<file path="config.mk">
export PLATFORM = sky130hd
export DESIGN_NAME = serial_add_ctrl
export DESIGN_NICKNAME = d
export VERILOG_FILES = /design/src/rtl/serial_add_ctrl.sv
export SDC_FILE = /design/constraint.sdc
export NUM_CORES = 1
export LEC_CHECK = 0
export CAP_MARGIN = 20
export CORE_MARGIN = 3
export CORE_UTILIZATION = 25
export CTS_BUF_LIST = sky130_fd_sc_hd__clkbuf_8
export DETAILED_ROUTE_END_ITERATION = 7
export GPL_TIMING_DRIVEN = 0
export MAX_ROUTING_LAYER = met4
export PLACE_DENSITY_LB_ADDON = 0.05
export SLEW_MARGIN = 20
export SYNTH_ARGS = -nofsm -noshare
export SYNTH_HDL_FRONTEND = slang
export SYNTH_SLANG_ARGS = --single-unit
</file>
<file path="constraint.sdc">
create_clock -name clk_i -period 1.9 [get_ports clk_i]
set_input_delay 0.19 -clock clk_i [delete_from_list [all_inputs] [get_ports clk_i]]
set_output_delay 0.19 -clock clk_i [all_outputs]
set_load 0.01 [all_outputs]
</file>
<file path="src/rtl/serial_add_ctrl.sv">
// Bit-serial adder: one full-adder cell is reused LSB->MSB with a registered carry.
// Operands come in over a valid/ready handshake and {c_out, sum} leave over a second one.
module serial_add_ctrl #(
  parameter int unsigned WIDTH = 8
) (
  input  logic             clk_i,
  input  logic             rst_ni,
  input  logic             in_valid_i,
  output logic             in_ready_o,
  input  logic [WIDTH-1:0] a_i,
  input  logic [WIDTH-1:0] b_i,
  input  logic             c_in_i,
  output logic             out_valid_o,
  input  logic             out_ready_i,
  output logic [WIDTH-1:0] sum_o,
  output logic             c_out_o,
  output logic             busy_o
);

  localparam int unsigned CntW = $clog2(WIDTH + 1);

  typedef enum logic [1:0] {StIdle, StRun, StDone} state_e;

  state_e            state_q;
  logic [WIDTH-1:0]  opa_q, opb_q, res_q, res_d, sum_q;
  logic              carry_q, c_out_q;
  logic [CntW-1:0]   cnt_q;
  logic              fa_a, fa_b, fa_sum, fa_cout;
  logic              last_bit;

  // Shared full-adder cell.
  assign fa_a    = opa_q[0];
  assign fa_b    = opb_q[0];
  assign fa_sum  = fa_a ^ fa_b ^ carry_q;
  assign fa_cout = (fa_a & fa_b) | (carry_q & (fa_a ^ fa_b));

  generate
    if (WIDTH == 1) begin : g_res_w1
      assign res_d = fa_sum;
    end else begin : g_res_wn
      assign res_d = {fa_sum, res_q[WIDTH-1:1]};
    end
  endgenerate

  assign last_bit = (cnt_q == CntW'(WIDTH - 1));

  always_ff @(posedge clk_i or negedge rst_ni) begin
    if (!rst_ni) begin
      state_q <= StIdle;
      opa_q   <= '0;
      opb_q   <= '0;
      res_q   <= '0;
      sum_q   <= '0;
      carry_q <= 1'b0;
      c_out_q <= 1'b0;
      cnt_q   <= '0;
    end else begin
      unique case (state_q)
        StIdle: begin
          if (in_valid_i) begin
            opa_q   <= a_i;
            opb_q   <= b_i;
            carry_q <= c_in_i;
            cnt_q   <= '0;
            state_q <= StRun;
          end
        end
        StRun: begin
          opa_q   <= opa_q >> 1;
          opb_q   <= opb_q >> 1;
          res_q   <= res_d;
          carry_q <= fa_cout;
          cnt_q   <= cnt_q + CntW'(1);
          if (last_bit) begin
            sum_q   <= res_d;
            c_out_q <= fa_cout;
            state_q <= StDone;
          end
        end
        StDone: begin
          if (out_ready_i) state_q <= StIdle;
        end
        default: state_q <= StIdle;
      endcase
    end
  end

  assign in_ready_o  = (state_q == StIdle);
  assign out_valid_o = (state_q == StDone);
  assign busy_o      = (state_q == StRun) || (state_q == StDone);
  assign sum_o       = sum_q;
  assign c_out_o     = c_out_q;

endmodule
</file>
==> impl_results.md <==
* Final wirelength at 3744 um
* Initial Util at 26.65%
* DP HPWL at 2716 um
* Worst skew pair latency at 0.28 ns
* Clk_skew at 0.003451 ns
* Commonest cells in the netlist: dfrtp_1, nand2_1, o21ai_0
* Grt ovf at 0
* RSZ-0062 raised after global routing: false
* Tmin final at 1.758 ns
* Warnings from Yosys at 0
* Worst hold path type: primary input to async pin
* Gp weighted congestion at 0.7320
* Gr usage total at 10.54%
* Setup violators final at 0
* Post-synth ARST share at 100.0%
* DRT Pass-1 Iters at 4
* Count of pins over their slew limit at 0
* CP Capture Type: primary output
* I/O pin total at 33
* Cts bufs inserted at 5
* Setup WS post-layout at 0.1419 ns
* Layout area overhead at 32.38%
* DRT iter0 DRCs at 34
* Netlist cell types at 22
* Clock buffer depth at 2
* CTS root buf: clkbuf_8
* Via/cell ratio at 4.266
* Worst-path fanout max at 3
* CTS tree: yes
* Actual slew at the worst max-slew pin at 0.5079 ns
* Routed vias at 1186
* Number of H-tree levels at 2
* CP startpoint kind: register
* CTS sink count at 39
* Syn Inst Count at 144
* Core area at 6568 sq um
* Maximum VDD drop at 0.0004291 V
* # diodes at 0
* Cell area after layout at 2317 sq um
* Antenna viol nets, final at 0
* Fin nets at 211
* Largest net degree at the start of global routing at 21
* LEAKAGE at 1.037 nW
* Post-route DRC at 0
* Critical R2R Capture: cnt_q[0]
* Synth area leaders: dfrtp_1, mux2_2, mux2i_1, o21ai_0, nand2_1
* Reg2reg setup slack at 0.24 ns
* Fill count at 650
* Area leader, netlist: dfrtp_1
* Vias in the first global route at 1233
* First-pass GRT wire length at 6099 um
* Critical Path AT at 1.57 ns
* Status: finished clean
* Mapped Area at 1750 sq um
* Worst hold margin at 0.4093 ns
* Crit path required time at 1.71 ns
* DP Worst Slack at 0.1199 ns
* Relative slew slack at 66.14%
* Pwr Density at 1543 nW/um^2
* Final worst path period share at 92.53%
* Seq/Total Area, Yosys at 55.75%
* RR Startpoint: state_q[1]
* Synth top area share at 55.75%
* Hold Fails Final Rpt at 0
* Synthesized flop and latch total at 39
* Clk slew on worst S/H paths at 0.07 ns
* Initial antenna violation count at 0
* Setup_tns at 0 ns
* MaxCap Viol Count at 0
* Layout cell share with drive strength beyond 1 at 20.00%
* Die Footprint at 8042 sq um
* Rows at 29
* Cell with the most instances after synthesis: dfrtp_1
* Syn Nets at 170
* Number of synthesized flops with an enable pin at 0
* Die Ht at 89.68 um
* Crit path kind: register to primary output
* Per-cell routed wire length at 13.47 um
* Predominant post-synthesis flop cell: dfrtp_1
* Avg Cell Area, Syn at 12.16 sq um
* Fmax at 0.5688 GHz
* Placement Cell Area at 2210 sq um
* Input/output buffers at 32
* Worst r2r path cells at 8
* Horiz. Die Dim at 89.68 um
## repair_timing
action                     4_1_cts  5_1_grt
hold endpoints to repair        19        0
setup endpoints to repair        0       18
gates resized for setup          0        5
hold buffers                     1        0
setup buffers                    0        0
## cell type report
cell class                      count  area, sq um  share of cell area (%)
Buffer                              8        47.55                   2.052
Clock buffer                        6        82.58                   3.564
Clock inverter                      1        5.005                  0.2160
Inverter                            2        7.507                  0.3240
Multi-Input combinational cell     95        729.5                   31.48
Sequential cell                    39        975.9                   42.12
Tap cell                           93        116.4                   5.022
Timing Repair Buffer               34        352.8                   15.23
## cell usage in the layout (no fill, tap or decap), drive strengths merged
cell type      instances
a211oi                 1
a32o                   1
buf                    8
clkbuf                 8
clkdlybuf4s50         31
clkinv                 1
dfrtp                 39
dlygate4sd3            1
fa                     1
ha                     4
inv                    2
mux2                  17
mux2i                 16
nand2                 21
nand2b                 3
nand3                  4
nand3b                 2
nand4b                 2
nor2b                  2
nor3                   1
o21ai                 18
o32a                   1
or4b                   1
## report_power, final
group          switching, mW  leakage, nW  total (mW)  internal, mW
Clock                  0.275       0.0470       0.560         0.285
Combinational          0.755        0.496        1.58         0.828
Sequential             0.225        0.493        1.43          1.21
## kinds of logic (layout without fill, tap and decap cells)
family	count (synthesis)	in the layout	share of synthesized area (%)
flip-flops	39	39	55.75
AND/OR/NAND/NOR	36	36	10.51
multiplexers	33	33	20.09
AO/OA/AOI/OAI	21	21	6.719
buffers and inverters	10	51	2.930
adder cells (fa/ha/maj)	5	5	4.003
## worst max-delay path, cell delays in order, from the launching register on
cell,delay (ns)
dfrtp_1,0.38
inv_1,0.07
ha_2,0.32
clkdlybuf4s50_1,0.52
## worst max-delay path by stage
stage / startpoint / to / slack, ns / cells after the start
after floorplan: state_q[0] / cnt_q[0] / 0.41 / 7
after CTS: state_q[0] / in_ready_o / 0.10 / 3
after global routing: state_q[0] / cnt_q[0] / 0.04 / 7
final: state_q[1] / busy_o / 0.14 / 3
after global placement: rst_ni / sum_o[5] / -0.42 / 1
after detailed placement: state_q[0] / opa_q[7] / 0.12 / 5
## routing by layer
metal / up-vias / GRT usage [%] / wire length [um]
met5: - / - / 0
met2: 21 / 15.43 / 1697
met3: 5 / 2.828 / 148
met4: 0 / 4.060 / 58
met1: 578 / 13.91 / 1839
li1: 582 / - / -
## state kept, by name, summed over array words and instances (netlist names)
name     flops
state_q      2
res_q        7
carry_q      1
opb_q        8
cnt_q        4
c_out_o      1
sum_o        8
opa_q        8
## metrics by stage
step	power (mW)	instances	util, %
after global routing	3.897	278	35.28
after CTS	3.622	278	35.13
after global placement	2.993	269	33.30
after floorplan	2.472	144	-
after detailed placement	3.046	270	33.64
final	3.575	278	35.28
Power figures use the tool's default switching activity.
